File: src/rtl/mfp_uart_pkg.sv
// Shared definitions for the parameterised UART receiver.
// Holds the receiver state encoding, the 16x oversample ratio and the
// three sample points used for majority voting within each bit period.
package mfp_uart_pkg;

    localparam int unsigned OS_RATE  = 16;
    localparam int unsigned OS_W     = 4;
    localparam int unsigned SAMPLE_A = 7;
    localparam int unsigned SAMPLE_B = 8;
    localparam int unsigned SAMPLE_C = 9;

    typedef enum logic [2:0] {
        ST_IDLE   = 3'd0,
        ST_START  = 3'd1,
        ST_DATA   = 3'd2,
        ST_PARITY = 3'd3,
        ST_STOP   = 3'd4
    } rx_state_t;

    // 2-of-3 majority vote
    function automatic logic maj3(input logic a, input logic b, input logic c);
        return (a & b) | (a & c) | (b & c);
    endfunction

endpackage

File: src/rtl/mfp_uart_rx_fifo.sv
// Receive FIFO for the UART receiver: power-of-two depth, pointers wrap
// naturally. A push that finds the FIFO full is dropped (overrun pulse)
// unless a pop in the same cycle frees an entry.
// Ports:
//   clock, reset         - clock, synchronous active-high reset
//   wr_en, wr_data       - push request and payload
//   rd_ready             - pop the head when rd_valid is high
//   rd_data, rd_valid    - head entry and not-empty flag
//   count                - occupied entries (reaches DEPTH when full)
//   overrun              - one-cycle pulse: a push was dropped
module mfp_uart_rx_fifo #(
    parameter int unsigned WIDTH = 8,
    parameter int unsigned DEPTH = 8
) (
    input  logic                      clock,
    input  logic                      reset,
    input  logic                      wr_en,
    input  logic [WIDTH-1:0]          wr_data,
    input  logic                      rd_ready,
    output logic [WIDTH-1:0]          rd_data,
    output logic                      rd_valid,
    output logic [$clog2(DEPTH):0]    count,
    output logic                      overrun
);

    localparam int unsigned AW = $clog2(DEPTH);
    localparam int unsigned CW = AW + 1;

    logic [WIDTH-1:0] mem [DEPTH];
    logic [AW-1:0]    wr_ptr;
    logic [AW-1:0]    rd_ptr;
    logic             pop_c;
    logic             push_c;
    logic             full_c;
    logic [CW-1:0]    next_count_c;

    assign full_c       = (count == CW'(DEPTH));
    assign pop_c        = rd_ready && rd_valid;
    assign push_c       = wr_en && (!full_c || pop_c);
    assign next_count_c = count + CW'(push_c) - CW'(pop_c);
    assign rd_data      = mem[rd_ptr];

    // Storage array, no reset needed
    always_ff @(posedge clock) begin
        if (push_c) begin
            mem[wr_ptr] <= wr_data;
        end
    end

    // Pointers, occupancy and status
    always_ff @(posedge clock) begin
        if (reset) begin
            wr_ptr   <= '0;
            rd_ptr   <= '0;
            count    <= '0;
            rd_valid <= 1'b0;
            overrun  <= 1'b0;
        end else begin
            if (push_c) begin
                wr_ptr <= wr_ptr + AW'(1);
            end
            if (pop_c) begin
                rd_ptr <= rd_ptr + AW'(1);
            end
            count    <= next_count_c;
            rd_valid <= (next_count_c != '0);
            overrun  <= wr_en && !push_c;
        end
    end

endmodule

File: src/rtl/mfp_uart_rx_param.sv
// Parameterised UART receiver with 16x oversampling, 2-of-3 majority
// sampling at ticks 7/8/9, start-bit glitch rejection, framing/break
// detection and a receive FIFO.
// Optional parity: define MFP_UART_RX_PARITY_EN to add the PARITY state
// and the parity_odd / parity_error ports.
// Ports:
//   clock, reset        - clock, synchronous active-high reset
//   rx                  - asynchronous serial input, idle high
//   rd_data, rd_valid   - FIFO head (LSB first received), not-empty
//   rd_ready            - pop request
//   fifo_count          - FIFO occupancy
//   framing_error       - pulse: a stop bit sampled low
//   break_detect        - pulse: data bits and first stop bit all low
//   overrun             - pulse: frame dropped, FIFO full
//   parity_odd          - parity select, 1 = odd (parity build only)
//   parity_error        - pulse: parity mismatch (parity build only)
module mfp_uart_rx_param
    import mfp_uart_pkg::*;
#(
    parameter int unsigned CLOCK_FREQUENCY = 50000000,
    parameter int unsigned BAUD_RATE       = 115200,
    parameter int unsigned DATA_BITS       = 8,
    parameter int unsigned STOP_BITS       = 1,
    parameter int unsigned FIFO_DEPTH      = 8
) (
    input  logic                           clock,
    input  logic                           reset,
    input  logic                           rx,
    output logic [DATA_BITS-1:0]           rd_data,
    output logic                           rd_valid,
    input  logic                           rd_ready,
    output logic [$clog2(FIFO_DEPTH):0]    fifo_count,
    output logic                           framing_error,
    output logic                           break_detect,
    output logic                           overrun
`ifdef MFP_UART_RX_PARITY_EN
    ,
    input  logic                           parity_odd,
    output logic                           parity_error
`endif
);

    localparam int unsigned DIV   = CLOCK_FREQUENCY / (BAUD_RATE * OS_RATE);
    localparam int unsigned DIV_W = (DIV > 1) ? $clog2(DIV) : 1;
    localparam int unsigned BIT_W = $clog2(DATA_BITS);

    rx_state_t            state;
    logic                 rx_meta;
    logic                 rx_sync;
    logic                 rx_prev;
    logic [DIV_W-1:0]     div_cnt;
    logic [OS_W-1:0]      os_cnt;
    logic [BIT_W-1:0]     bit_cnt;
    logic                 stop_idx;
    logic                 stop_err;
    logic                 break_wait;
    logic                 s_a;
    logic                 s_b;
    logic [DATA_BITS-1:0] shift_q;
`ifdef MFP_UART_RX_PARITY_EN
    logic                 par_bit;
`endif

    logic tick_c;
    logic start_edge_c;
    logic sample_c;
    logic maj_c;
    logic last_stop_c;
    logic is_break_c;
    logic wr_en_c;

    // Two-flop synchroniser plus a delayed copy for edge detection
    always_ff @(posedge clock) begin
        if (reset) begin
            rx_meta <= 1'b1;
            rx_sync <= 1'b1;
            rx_prev <= 1'b1;
        end else begin
            rx_meta <= rx;
            rx_sync <= rx_meta;
            rx_prev <= rx_sync;
        end
    end

    // After a break the line must return high before a new edge counts
    assign start_edge_c = (state == ST_IDLE) && !break_wait && rx_prev && !rx_sync;
    assign tick_c       = (div_cnt == DIV_W'(DIV - 1));
    assign sample_c     = tick_c && (os_cnt == OS_W'(SAMPLE_C));
    assign maj_c        = maj3(s_a, s_b, rx_sync);
    assign last_stop_c  = (STOP_BITS == 1) || stop_idx;
    assign is_break_c   = (state == ST_STOP) && sample_c && !stop_idx &&
                          (shift_q == '0) && !maj_c;
    assign wr_en_c      = (state == ST_STOP) && sample_c && last_stop_c && !is_break_c;

    // Oversample divider: free-running, realigned to the start edge
    always_ff @(posedge clock) begin
        if (reset || start_edge_c || tick_c) begin
            div_cnt <= '0;
        end else begin
            div_cnt <= div_cnt + DIV_W'(1);
        end
    end

    // Receive state machine; bit decisions are taken at tick 9
    always_ff @(posedge clock) begin
        if (reset) begin
            state         <= ST_IDLE;
            os_cnt        <= '0;
            bit_cnt       <= '0;
            stop_idx      <= 1'b0;
            stop_err      <= 1'b0;
            break_wait    <= 1'b0;
            s_a           <= 1'b1;
            s_b           <= 1'b1;
            shift_q       <= '0;
            framing_error <= 1'b0;
            break_detect  <= 1'b0;
`ifdef MFP_UART_RX_PARITY_EN
            par_bit       <= 1'b0;
            parity_error  <= 1'b0;
`endif
        end else begin
            framing_error <= 1'b0;
            break_detect  <= 1'b0;
`ifdef MFP_UART_RX_PARITY_EN
            parity_error  <= 1'b0;
`endif
            if ((state != ST_IDLE) && tick_c) begin
                os_cnt <= (os_cnt == OS_W'(OS_RATE - 1)) ? '0 : os_cnt + OS_W'(1);
                if (os_cnt == OS_W'(SAMPLE_A)) s_a <= rx_sync;
                if (os_cnt == OS_W'(SAMPLE_B)) s_b <= rx_sync;
            end

            case (state)
                ST_IDLE: begin
                    if (break_wait && rx_sync) begin
                        break_wait <= 1'b0;
                    end
                    if (start_edge_c) begin
                        state  <= ST_START;
                        os_cnt <= '0;
                    end
                end
                ST_START: begin
                    if (sample_c) begin
                        state   <= maj_c ? ST_IDLE : ST_DATA;
                        bit_cnt <= '0;
                    end
                end
                ST_DATA: begin
                    if (sample_c) begin
                        shift_q <= {maj_c, shift_q[DATA_BITS-1:1]};
                        if (bit_cnt == BIT_W'(DATA_BITS - 1)) begin
`ifdef MFP_UART_RX_PARITY_EN
                            state <= ST_PARITY;
`else
                            state <= ST_STOP;
`endif
                            stop_idx <= 1'b0;
                            stop_err <= 1'b0;
                        end else begin
                            bit_cnt <= bit_cnt + BIT_W'(1);
                        end
                    end
                end
`ifdef MFP_UART_RX_PARITY_EN
                ST_PARITY: begin
                    if (sample_c) begin
                        par_bit  <= maj_c;
                        state    <= ST_STOP;
                        stop_idx <= 1'b0;
                        stop_err <= 1'b0;
                    end
                end
`endif
                ST_STOP: begin
                    if (sample_c) begin
                        if (is_break_c) begin
                            framing_error <= 1'b1;
                            break_detect  <= 1'b1;
                            break_wait    <= 1'b1;
                            state         <= ST_IDLE;
                        end else if (last_stop_c) begin
                            framing_error <= stop_err || !maj_c;
`ifdef MFP_UART_RX_PARITY_EN
                            parity_error  <= ((^shift_q) ^ par_bit) != parity_odd;
`endif
                            state         <= ST_IDLE;
                        end else begin
                            // A low first stop bit is flagged once, at the frame write
                            stop_err <= !maj_c;
                            stop_idx <= 1'b1;
                        end
                    end
                end
                default: state <= ST_IDLE;
            endcase
        end
    end

    mfp_uart_rx_fifo #(
        .WIDTH (DATA_BITS),
        .DEPTH (FIFO_DEPTH)
    ) u_fifo (
        .clock    (clock),
        .reset    (reset),
        .wr_en    (wr_en_c),
        .wr_data  (shift_q),
        .rd_ready (rd_ready),
        .rd_data  (rd_data),
        .rd_valid (rd_valid),
        .count    (fifo_count),
        .overrun  (overrun)
    );

endmodule
File: config.mk
export PLATFORM = sky130hd
export DESIGN_NAME = mfp_uart_rx_param
export DESIGN_NICKNAME = d
export VERILOG_FILES = /design/src/rtl/mfp_uart_pkg.sv /design/src/rtl/mfp_uart_rx_fifo.sv /design/src/rtl/mfp_uart_rx_param.sv
export SDC_FILE = /design/constraint.sdc
export NUM_CORES = 1
export LEC_CHECK = 0
export BUFFER_PORTS_ARGS = -buffer_cell sky130_fd_sc_hd__buf_2
export CAP_MARGIN = 15
export CELL_PAD_IN_SITES_DETAIL_PLACEMENT = 1
export CELL_PAD_IN_SITES_GLOBAL_PLACEMENT = 1
export CORE_MARGIN = 2
export CORE_UTILIZATION = 48
export CTS_BUF_LIST = sky130_fd_sc_hd__clkbuf_8
export DETAILED_ROUTE_END_ITERATION = 12
export GPL_TIMING_DRIVEN = 0
export PLACE_DENSITY = 0.89
export SLEW_MARGIN = 15
export SYNTH_ARGS = -nofsm -noshare
export SYNTH_HDL_FRONTEND = slang
export SYNTH_SLANG_ARGS = --single-unit
File: constraint.sdc
create_clock -name clock -period 2.47 [get_ports clock]
set_input_delay 0.3705 -clock clock [delete_from_list [all_inputs] [get_ports clock]]
set_output_delay 0.3705 -clock clock [all_outputs]
set_load 0.1 [all_outputs]
==> reports/metrics.yaml, run 1 <==
power_and_ir_drop:
  worst_ir_drop_vdd_uv: 469
  internal_power_mw: 2.76
  powerDensity_nw_per_um2: 805
  power_switching_share: 0.350
  share_seq_of_total_power: 0.477
  p_leak_nw: 1.83
  p_clk_frac: 0.246
  power.switching_mw: 1.48
  share_comb_of_total_power: 0.277
timing:
  timing.final.max_slew_violations: 0
  totalNegativeSetupSlack_ps: -34.6
  tightest_slew_ps: 1110
  achievable-frequency_mhz: 399
  period_share: 1.01
  final_critical_path_setup_slack_ps: -34.6
  report.final.hold_viol_count: 0
  finalSetupViolCount: 1
  final.min_clock_period_ps: 2500
  unrepaired_setup_endpoints_after_global_routing: "true"
  finalHoldWorstSlack_ps: 178
  skew_ps: 17.3
  headroom_to_the_max_slew_limit: 0.253
placement:
  gpl.final_weighted_congestion: 0.753
  io_buffers: 19
  hpwl_microns: 6450
  place_worst_setup_slack_ps: -368
grt:
  grt_pass1_vias: 2981
  groute.layer.met3.usage: 0.0416
  antenna_violations_before_repair: 0
  globalRoute.totalOverflow: 0
  grt_first_pass_wirelength_microns: 15600
  groute.layer.met2.usage: 0.367
  pin_count_of_the_biggest_net_entering_global_routing: 21
  grt_busiest_layer: "met2"
  global_route.usage.total: 0.202
  grt_use_met1: 0.243
critical_path:
  timing.rr.end: "u_fifo.rd_valid"
  rr_worst_depth: 11
  crit_family: "simple AND/OR/NAND/NOR gates"
  ff2ff_setup_slack_ps: -30
  largest_stage_delay_on_the_critical_path_ps: 530
  critPathMaxFanout: 4
  critical_path_arrival_ps: 2750
  critical_path.cell_chain: "or4_4 > or3_4 > nand3_4 > inv_4 > ha_4 > inv_2 > fa_2 > xor2_1 > nor2_1 > nor3_1 > o21ai_1"
  cp_num_buf_inv: 2
  timing.critical_path.to_type: "register"
  crit_path_launch_type: "register"
  critical_path_type: "register to register"
  cp.required_ps: 2720
  cpMaxStageDelayCell: "sky130_fd_sc_hd__or4_4"
  rr_startpoint: "shift_q[5]"
synth:
  yosys.cell_count.top_type: "sky130_fd_sc_hd__edfxtp_1"
  ys_top_cells_by_area: "sky130_fd_sc_hd__edfxtp_1 42%, sky130_fd_sc_hd__dfxtp_1 20%, sky130_fd_sc_hd__mux4_2 8.0%"
  yosysUniqueCellTypes: 50
  post_synth_inst_count: 319
  synthSimpleGateAreaFrac: 0.125
  postSynthAreaPerCell_sq_um: 14.2
  async_reset_ff_frac: 0
  synth_top_family_by_area: "multiplexers"
  synthesized_flop_and_latch_total: 110
  synth-seq-area-share: 0.628
  synth.mux.area_fraction: 0.127
  synth_area_in_adders: 0.0454
  mappedNetlistNets: 338
  synth_top_area_share: 0.425
  netlist.top_cell.by_area: "sky130_fd_sc_hd__edfxtp_1"
  netlist_area_pre_place_sq_um: 4520
  synth.yosys.warnings: 0
  synth_ff_type: "sky130_fd_sc_hd__edfxtp_1"
  top_cells_by_instance_count_after_synthesis: "64 x sky130_fd_sc_hd__edfxtp_1, 46 x sky130_fd_sc_hd__dfxtp_1, 33 x sky130_fd_sc_hd__nor2_1"
  synth_xor_area_frac: 0.0155
  synth_compound_gate_area_share: 0.0351
  synth_edf_count: 64
floorplanning:
  fp.dieArea_sq_um: 10200
  core_area_sq_um: 9200
  core.rowCount: 35
  die_height_microns: 101
  die_x_microns: 101
  floorplan.initialDensity: 0.492
  pin_count: 20
routing:
  detail_route.iter0.violations: 141
  route.final.wire_length_microns: 10100
  drt_first_pass_iters: 4
  remaining_drc_errors: 0
  detail-route-antenna-nets: 0
  vias_per_cell: 5.73
  vias: 2768
  route.detailed.wl_per_inst_microns: 20.9
min_path:
  holdPathStages: 2
  timing.hold.worst.start: "rx"
  min_path_type: "primary input to register"
  worstHoldEndpoint: "rx_meta"
final_layout:
  n_antenna_cell: 0
  finish.net_count: 386
  flow.area_growth_from_synthesis_pct: 16.7
  drive_above_1_share: 0.358
  final_util: 0.574
clock_network:
  cts-root-buf: "sky130_fd_sc_hd__clkbuf_8"
  clk_pin_slew_worst_paths_ps: 110
  tritoncts.num_buffers: 9
  clock_path_buffers: 2
  tritoncts: "yes"
  cts_max_level: 3
  numClockSinks: 110
  clock_insertion_delay_worst_skew_ps: 380
  cts-hold-fix-buffers: 0
outcome:
  status: "finished, violations left"
  violations_in_the_final_reports: "setup timing"
flow_run:
  timing.max_cap.violations: 0
## worst max path at each step
stage | cells past startpoint | endpoint | from | slack [ps]
after global routing | 11 | u_fifo.rd_valid | shift_q[5] | -170
final | 11 | u_fifo.rd_valid | shift_q[5] | -30
after floorplan | 11 | u_fifo.rd_valid | shift_q[4] | 10
after CTS | 11 | u_fifo.rd_valid | shift_q[2] | -20
after detailed placement | 11 | u_fifo.rd_valid | shift_q[4] | -370
after global placement | 5 | u_fifo.mem[1][2] | state[2] | -240
## state kept, by name, summed over array words and instances (netlist names), named ones only
register	count
u_fifo.mem	64
shift_q	8
div_cnt	5
os_cnt	4
u_fifo.count	4
bit_cnt	3
state	3
u_fifo.rd_ptr	3
u_fifo.wr_ptr	3
break_detect	1
break_wait	1
framing_error	1
rx_meta	1
rx_prev	1
rx_sync	1
s_a	1
s_b	1
u_fifo.overrun	1
u_fifo.rd_valid	1
## final cells by class
| class | instances | area [sq um] |
|---|---|---|
| clock inverters | 7 | 62.6 |
| repair buffers | 40 | 293 |
| plain buffers | 11 | 71.3 |
| multi-input cells | 183 | 1660 |
| clock buffers | 9 | 124 |
| well taps | 111 | 139 |
| inverters | 12 | 47.5 |
| fillers | 902 | 3920 |
| flip-flops and latches | 110 | 2880 |
## metal layers
layer | wire length [microns] | vias to the layer above
met5 | 0 | -
met4 | 230 | 0
met3 | 273 | 20
met2 | 5480 | 52
met1 | 4100 | 1410
li1 | - | 1286
## timing repair
item / 4_1_cts / 5_1_grt
setup endpoints to repair: 68 / 69
setup buffers: 12 / 9
pin swaps: 10 / 8
gates resized for setup: 41 / 12
## kinds of logic (layout without fill, tap and decap cells)
family / after synthesis / in the layout
adder cells (fa/ha/maj): 16 / 16
buffers and inverters: 26 / 79
multiplexers: 36 / 36
flip-flops: 110 / 110
XOR/XNOR: 8 / 8
AO/OA/AOI/OAI: 24 / 24
AND/OR/NAND/NOR: 99 / 99
## power groups by stage
stage / logic, mW / clock network (mW) / registers, mW
detailed placement: 1.06 / 0 / 2.06
finish: 1.18 / 1.05 / 2.02
global placement: 1.03 / 0 / 2.06
global route: 1.25 / 1.14 / 2.03
CTS: 1.13 / 1.05 / 2.02
floorplan: 0.656 / 0 / 2.29
## through the flow
| stage | power [mW] | instance area (sq um) | std cells |
|---|---|---|---|
| after floorplan | 2.95 | 4540 | 319 |
| after global placement | 3.09 | 4770 | 449 |
| after detailed placement | 3.13 | 4790 | 449 |
| after CTS | 4.21 | 5160 | 475 |
| after global routing | 4.43 | 5280 | 483 |
| final | 4.25 | 5280 | 483 |
## layout by cell type, fill, tap and decap left out, types with 5 or more instances in the layout
cell type / instances
sky130_fd_sc_hd__edfxtp_1: 64
sky130_fd_sc_hd__nor2_1: 30
sky130_fd_sc_hd__dfxtp_1: 29
sky130_fd_sc_hd__buf_4: 27
sky130_fd_sc_hd__mux4_2: 16
sky130_fd_sc_hd__ha_1: 13
sky130_fd_sc_hd__buf_2: 12
sky130_fd_sc_hd__mux2i_1: 11
sky130_fd_sc_hd__inv_1: 10
sky130_fd_sc_hd__dfxtp_2: 10
sky130_fd_sc_hd__nand2b_1: 9
sky130_fd_sc_hd__a21oi_1: 9
sky130_fd_sc_hd__clkbuf_8: 9
sky130_fd_sc_hd__nand2_1: 8
sky130_fd_sc_hd__mux2_2: 8
sky130_fd_sc_hd__dfxtp_4: 7
sky130_fd_sc_hd__nand3_1: 6
sky130_fd_sc_hd__xor2_1: 6
sky130_fd_sc_hd__clkbuf_1: 5
sky130_fd_sc_hd__nor3_1: 5
No activity file was read; power rests on OpenSTA's default activity.
==> inputs of run 2 (changes only) <==
--- a/config.mk
+++ b/config.mk
@@ -9,7 +9,7 @@
 export CAP_MARGIN = 15
 export CELL_PAD_IN_SITES_DETAIL_PLACEMENT = 1
 export CELL_PAD_IN_SITES_GLOBAL_PLACEMENT = 1
-export CORE_MARGIN = 2
+export CORE_ASPECT_RATIO = 0.5
 export CORE_UTILIZATION = 48
 export CTS_BUF_LIST = sky130_fd_sc_hd__clkbuf_8
 export DETAILED_ROUTE_END_ITERATION = 12
==> run 2 against run 1 <==
Effect of this change: the flow still finishes with violations (setup timing); worst hold slack lost 12 ps; total power grew 2.7%; global-route usage grew 4.4 points; utilization grew 2.4 points; critical endpoint unchanged; maximum frequency shrank 3.9%; die area shrank 3.7%; sequential power is essentially flat; count of clock-buffer cells in the layout is the same; via count grew 7.7%; critical path depth is the same; clock skew grew 6.1 ps; clock power is essentially flat.
==> reports/metrics.yaml, run 2 (synthesized netlist as in run 1, its figures left out) <==
final_layout:
  registers.top_by_ff_count: "u_fifo.mem"
  largestRegisters: "u_fifo.mem (64), shift_q (8), div_cnt (5)"
  finish.net_count: 389  # +0.78%
  flow.area_growth_from_synthesis_pct: 17.9
  largest_register_ffs: 64  # unchanged
  drive_above_1_share: 0.368  # +0.0105
  n_antenna_cell: 0  # unchanged
  most-common-layout-cells: "64 x sky130_fd_sc_hd__edfxtp_1, 30 x sky130_fd_sc_hd__dfxtp_1, 28 x sky130_fd_sc_hd__nor2_1, 26 x sky130_fd_sc_hd__buf_4, 16 x sky130_fd_sc_hd__mux4_2"
  final_common_cell: "sky130_fd_sc_hd__edfxtp_1"
  design_area_sq_um: 5340  # +1.1%
  filler_cell_count: 851  # -5.7%
  final_util: 0.598  # +0.0243
routing:
  drt_first_pass_iters: 4  # unchanged
  route.detailed.wl_per_inst_microns: 25.8  # +24%
  detail-route-antenna-nets: 0  # unchanged
  remaining_drc_errors: 0  # unchanged
  detail_route.iter0.violations: 244  # +73%
  vias: 2982  # +7.7%
  route.final.wire_length_microns: 12700  # +26%
  vias_per_cell: 6.06  # +5.8%
clock_network:
  cts_max_level: 3  # unchanged
  tritoncts.num_buffers: 9  # unchanged
  clk_pin_slew_worst_paths_ps: 120  # about the same
  numClockSinks: 110  # unchanged
  cts-hold-fix-buffers: 0  # unchanged
  tritoncts: "yes"
  clock_insertion_delay_worst_skew_ps: 400  # +20 ps
  clock_path_buffers: 2  # unchanged
  cts-root-buf: "sky130_fd_sc_hd__clkbuf_8"
critical_path:
  timing.critical_path.to_type: "register"
  critical_path.cell_chain: "or4_4 > or3_4 > nand3_4 > inv_4 > ha_4 > inv_4 > fa_2 > xor2_2 > nor2_2 > nor3_2 > o21ai_1"
  largest_stage_delay_on_the_critical_path_ps: 550  # +20 ps
  critical_path_arrival_ps: 2880  # +130 ps
  critPathMaxFanout: 3  # -1
  crit_path_launch_type: "register"
  ff2ff_setup_slack_ps: -140  # -100 ps
  critical_path_type: "register to register"
  crit_family: "simple AND/OR/NAND/NOR gates"
  cpMaxStageDelayCell: "sky130_fd_sc_hd__or4_4"
  cp_num_buf_inv: 2  # unchanged
  cp.required_ps: 2740  # +20 ps
  critPathMostFrequentCell: "sky130_fd_sc_hd__inv_4"
power_and_ir_drop:
  p_leak_nw: 1.85  # +0.81%
  share_seq_of_total_power: 0.465  # -0.012
  internal_power_mw: 2.78  # +0.74%
  p_clk_frac: 0.246  # about the same
  powerDensity_nw_per_um2: 817  # +1.6%
  power.switching_mw: 1.58  # +6.3%
  power_switching_share: 0.362  # +0.0123
  worst_ir_drop_vdd_uv: 400  # -15%
  share_comb_of_total_power: 0.288  # +0.011
timing:
  final_critical_path_setup_slack_ps: -136  # -101 ps
  tightest_slew_ps: 745  # -367 ps
  finalSetupViolCount: 2  # +1
  timing.final.max_slew_violations: 0  # unchanged
  report.final.hold_viol_count: 0  # unchanged
  skew_ps: 23.5  # +6.14 ps
  final.min_clock_period_ps: 2610  # +101 ps
  totalNegativeSetupSlack_ps: -140  # -105 ps
  period_share: 1.05  # +0.0409
  unrepaired_setup_endpoints_after_global_routing: "true"
  headroom_to_the_max_slew_limit: 0.500  # +0.247
  achievable-frequency_mhz: 384  # -3.9%
grt:
  grt_pass1_vias: 3213  # +7.8%
  grt_first_pass_wirelength_microns: 17500  # +12%
  globalRoute.totalOverflow: 0  # unchanged
  pin_count_of_the_biggest_net_entering_global_routing: 21  # unchanged
  antenna_violations_before_repair: 0  # unchanged
  global_route.usage.total: 0.247  # +0.0445
placement:
  gpl.final_weighted_congestion: 0.801  # +6.3%
  io_buffers: 19  # unchanged
  hpwl_microns: 6830  # +5.8%
  post_placement_cell_area_sq_um: 4800  # +0.16%
floorplanning:
  core.rowCount: 24  # -31%
  floorplan.initialDensity: 0.507  # +0.0153
  pin_count: 20  # unchanged
  die_x_microns: 139  # +38%
  core_area_sq_um: 8920  # -3.0%
  fp.dieArea_sq_um: 9840  # -3.7%
  die_height_microns: 70.7  # -30%
min_path:
  min_path_type: "primary input to register"
outcome:
  status: "finished, violations left"
  violations_in_the_final_reports: "setup timing"
flow_run:
  timing.max_cap.violations: 0  # unchanged
[run 2: cell types whose count changed in the layout (fill, tap and decap cells not counted), moves of 2 or more]
cell	before	now
sky130_fd_sc_hd__nor2_1	30	28
sky130_fd_sc_hd__nor2_2	3	5
sky130_fd_sc_hd__buf_6	3	7
sky130_fd_sc_hd__clkinv_4	3	1
[run 2: worst paths after layout]
| kind | start | to | depth (start not counted) |
|---|---|---|---|
| setup / recovery | shift_q[5] | u_fifo.rd_valid | 11 |
| hold / removal | rx | rx_meta | 2 |
| setup reg to reg | shift_q[5] | u_fifo.rd_valid | 11 |
| hold reg to reg | rx_meta | rx_sync | 1 |
[run 2: power by group through the flow]
stage	combinational, mW	clock [mW]	sequential [mW]
global placement	1.02	0	2.06
global route	1.30	1.15	2.04
detailed placement	1.06	0	2.06
finish	1.26	1.07	2.03
CTS	1.15	1.04	2.02
floorplan	0.656	0	2.29
[run 2: worst reg2reg max path, delay by kind of cell (launching register included)]
family	cells	cell delay, ps
XOR/XNOR	1	160
adder cells (fa/ha/maj)	2	390
AO/OA/AOI/OAI	1	90
buffers and inverters	2	120
AND/OR/NAND/NOR	5	1370
flip-flops	1	360
[run 2: what timing repair did]
item                                    4_1_cts  5_1_grt
endpoints found under the setup margin       68       67
buffers inserted                             11       13
gates resized for setup                      48       15
pin swaps                                     7        9
[run 2: metrics by stage]
stage	setup slack (ps)	std cells	total power, mW	hold WS (ps)
after floorplan	12.1	319	2.95	389
after global routing	-222	492	4.49	159
after global placement	-273	455	3.07	392
after detailed placement	-302	455	3.12	399
after CTS	6.90	480	4.21	166
final	-136	492	4.36	166
[run 2: final cells by class]
| type | count | area (sq um) | area share |
|---|---|---|---|
| Inverter | 12 | 50.0 | 0.00938 |
| Buffer | 12 | 77.6 | 0.0145 |
| Timing Repair Buffer | 42 | 310 | 0.0581 |
| Sequential cell | 110 | 2880 | 0.540 |
| Multi-Input combinational cell | 183 | 1690 | 0.316 |
| Tap cell | 117 | 146 | 0.0274 |
| Clock inverter | 7 | 61.3 | 0.0115 |
| Clock buffer | 9 | 124 | 0.0232 |
[run 2: metal layers]
| metal | share of wire | vias up | global-route usage |
|---|---|---|---|
| li1 | - | 1284 | - |
| met2 | 0.50 | 144 | 0.446 |
| met3 | 0.061 | 47 | 0.0636 |
| met1 | 0.39 | 1507 | 0.275 |
| met5 | 0 | - | 0 |
| met4 | 0.045 | 0 | 0.128 |
==> inputs of run 3 (changes only) <==
--- a/config.mk
+++ b/config.mk
@@ -5,7 +5,7 @@
 export SDC_FILE = /design/constraint.sdc
 export NUM_CORES = 1
 export LEC_CHECK = 0
-export BUFFER_PORTS_ARGS = -buffer_cell sky130_fd_sc_hd__buf_2
+export BUFFER_PORTS_ARGS = -buffer_cell sky130_fd_sc_hd__buf_4
 export CAP_MARGIN = 15
 export CELL_PAD_IN_SITES_DETAIL_PLACEMENT = 1
 export CELL_PAD_IN_SITES_GLOBAL_PLACEMENT = 1
==> run 3 against run 2 <==
Effect of this change: the run still ends with setup timing left; global-route usage is 1.2 points lower; utilization is 0.77 points lower; largest cell class unchanged; count of clock-buffer cells in the layout stayed put; clock skew is 7.0 ps lower; largest power group unchanged.
==> reports/metrics.yaml, run 3 (synthesized netlist as in run 1, its figures left out) <==
outcome:
  status: "finished, violations left"
  violations_in_the_final_reports: "setup timing"
placement:
  hpwl_microns: 6950  # +1.9%
  place_inst: 455  # unchanged
  gpl.final_weighted_congestion: 0.805  # +0.50%
  io_buffers: 19  # unchanged
power_and_ir_drop:
  power_switching_share: 0.358  # -0.00425
  power.switching_mw: 1.54  # -2.7%
  share_seq_of_total_power: 0.474  # +0.009
  share_comb_of_total_power: 0.288  # about the same
  internal_power_mw: 2.76  # -0.87%
  powerDensity_nw_per_um2: 815  # -0.24%
  worst_ir_drop_vdd_uv: 306  # -23%
  p_leak_nw: 1.81  # -2.2%
  p_clk_frac: 0.238  # -0.008
routing:
  drt_first_pass_iters: 5  # +1
  vias: 2914  # -2.3%
  route.final.wire_length_microns: 12200  # -4.0%
  vias_per_cell: 6.03  # -0.46%
  route.detailed.wl_per_inst_microns: 25.3  # -2.2%
  detail-route-antenna-nets: 0  # unchanged
  remaining_drc_errors: 0  # unchanged
  detail_route.iter0.violations: 289  # +18%
timing:
  totalNegativeSetupSlack_ps: -438  # -298 ps
  achievable-frequency_mhz: 393  # +2.4%
  headroom_to_the_max_slew_limit: 0.451  # -0.0486
  finalSetupViolCount: 17  # +15
  report.final.hold_viol_count: 0  # unchanged
  unrepaired_setup_endpoints_after_global_routing: "true"
  final_critical_path_setup_slack_ps: -74.8  # +60.8 ps
  period_share: 1.03  # -0.0246
  timing.final.max_slew_violations: 0  # unchanged
  skew_ps: 16.5  # -7.00 ps
  final.min_clock_period_ps: 2540  # -60.8 ps
  finalHoldWorstSlack_ps: 175  # +8.95 ps
  tightest_slew_ps: 819  # +74.0 ps
grt:
  pin_count_of_the_biggest_net_entering_global_routing: 19  # -9.5%
  global_route.usage.total: 0.235  # -0.0122
  grt_first_pass_wirelength_microns: 17000  # -2.6%
  globalRoute.totalOverflow: 0  # unchanged
  grt_pass1_vias: 3120  # -2.9%
  antenna_violations_before_repair: 0  # unchanged
floorplanning:
  core.rowCount: 24  # unchanged
  die_height_microns: 70.7  # unchanged
  core_area_sq_um: 8920  # unchanged
  die_x_microns: 139  # unchanged
  fp.dieArea_sq_um: 9840  # unchanged
  pin_count: 20  # unchanged
  floorplan.initialDensity: 0.507  # unchanged
clock_network:
  tritoncts: "yes"
  clk_pin_slew_worst_paths_ps: 110  # about the same
  clock_path_buffers: 2  # unchanged
  clock_insertion_delay_worst_skew_ps: 380  # -20 ps
  tritoncts.num_buffers: 9  # unchanged
  cts-hold-fix-buffers: 0  # unchanged
  cts-root-buf: "sky130_fd_sc_hd__clkbuf_8"
  numClockSinks: 110  # unchanged
  cts_max_level: 3  # unchanged
final_layout:
  multi_input_area_sq_um: 1670  # -0.74%
  most-common-layout-cells: "64 x sky130_fd_sc_hd__edfxtp_1, 33 x sky130_fd_sc_hd__buf_4, 30 x sky130_fd_sc_hd__dfxtp_1, 29 x sky130_fd_sc_hd__nor2_1, 16 x sky130_fd_sc_hd__mux4_2"
  finish.cell_count_without_fillers: 483  # -1.8%
  largestRegisters: "u_fifo.mem (64), shift_q (8), div_cnt (5)"
  largest_register_ffs: 64  # unchanged
  drive_above_1_share: 0.352  # -0.0155
  registers.top_by_ff_count: "u_fifo.mem"
  flow.area_growth_from_synthesis_pct: 16.4
  n_antenna_cell: 0  # unchanged
  final_util: 0.591  # -0.00772
  layout.area.seq_sq_um: 2880  # unchanged
  filler_cell_count: 852  # +0.12%
  final_common_cell: "sky130_fd_sc_hd__edfxtp_1"
  finish.net_count: 381  # -2.1%
critical_path:
  largest_stage_delay_on_the_critical_path_ps: 560  # about the same
  cpMaxStageDelayCell: "sky130_fd_sc_hd__or4_4"
  crit_family: "simple AND/OR/NAND/NOR gates"
  rr_worst_depth: 11  # unchanged
  critical_path_arrival_ps: 2800  # -80 ps
  critical_path.cell_chain: "or4_4 > or3_4 > nand3_4 > inv_4 > ha_4 > inv_2 > fa_2 > xor2_2 > nor2_2 > nor3_2 > o21ai_1"
  cp.required_ps: 2730  # about the same
  critical_path_type: "register to register"
  ff2ff_setup_slack_ps: -70  # +60 ps
  timing.critical_path.to_type: "register"
  rr_startpoint: "shift_q[4]"
  crit_path_launch_type: "register"
  timing.rr.end: "u_fifo.rd_valid"
  cp_num_buf_inv: 2  # unchanged
  critPathMaxFanout: 3  # unchanged
min_path:
  min_path_type: "primary input to register"
  holdPathStages: 2  # unchanged
  timing.hold.worst.start: "rx"
  worstHoldEndpoint: "rx_meta"
flow_run:
  timing.max_cap.violations: 0  # unchanged
## run 3: cell count changes in the layout (fill, tap and decap cells not counted), sizes merged
| cell | before | now |
|---|---|---|
| buf | 46 | 38 |
| clkinv | 2 | 3 |
| inv | 16 | 14 |
## run 3: layer usage
metal  share of wire  GRT usage
met1            0.41      0.273
met5               0          0
met2            0.50      0.437
met4           0.032     0.0852
met3           0.061     0.0474
## run 3: worst max-delay path by stage
| stage | depth (start not counted) | end | startpoint | slack [ps] |
|---|---|---|---|---|
| floorplan | 11 | u_fifo.rd_valid | shift_q[4] | 10 |
| global placement | 6 | u_fifo.mem[1][5] | div_cnt[0] | -280 |
| detailed placement | 11 | u_fifo.rd_valid | shift_q[4] | -420 |
| CTS | 6 | u_fifo.mem[3][2] | div_cnt[0] | -70 |
| global route | 10 | u_fifo.rd_valid | shift_q[4] | -140 |
| finish | 11 | u_fifo.rd_valid | shift_q[4] | -70 |
## run 3: layout make-up
type	count	share of cell area
multi-input cells	183	0.318
clock buffers	9	0.0235
inverters	12	0.00903
flip-flops and latches	110	0.547
clock inverters	6	0.00879
plain buffers	12	0.0147
repair buffers	34	0.0515
well taps	117	0.0278
## run 3: power groups by stage
stage | Clock (mW) | Combinational [mW] | Sequential (mW)
after CTS | 0.989 | 1.19 | 2.03
after global routing | 1.09 | 1.29 | 2.04
after floorplan | 0 | 0.656 | 2.29
after detailed placement | 0 | 1.12 | 2.07
final | 1.02 | 1.23 | 2.04
after global placement | 0 | 1.06 | 2.06
## run 3: what timing repair did
action                     CTS  global route
pin swaps                    8             2
setup endpoints to repair   60            66
buffers inserted            10             5
hold endpoints to repair     0             0
resized for setup           40             6
## run 3: per-stage QoR
stage               setup WS, ps  area [sq um]  total power [mW]
global placement            -277          4830              3.12
finish                     -74.8          5270              4.29
CTS                        -72.3          5190              4.21
global route                -139          5270              4.42
detailed placement          -416          4850              3.18
floorplan                   12.1          4540              2.95
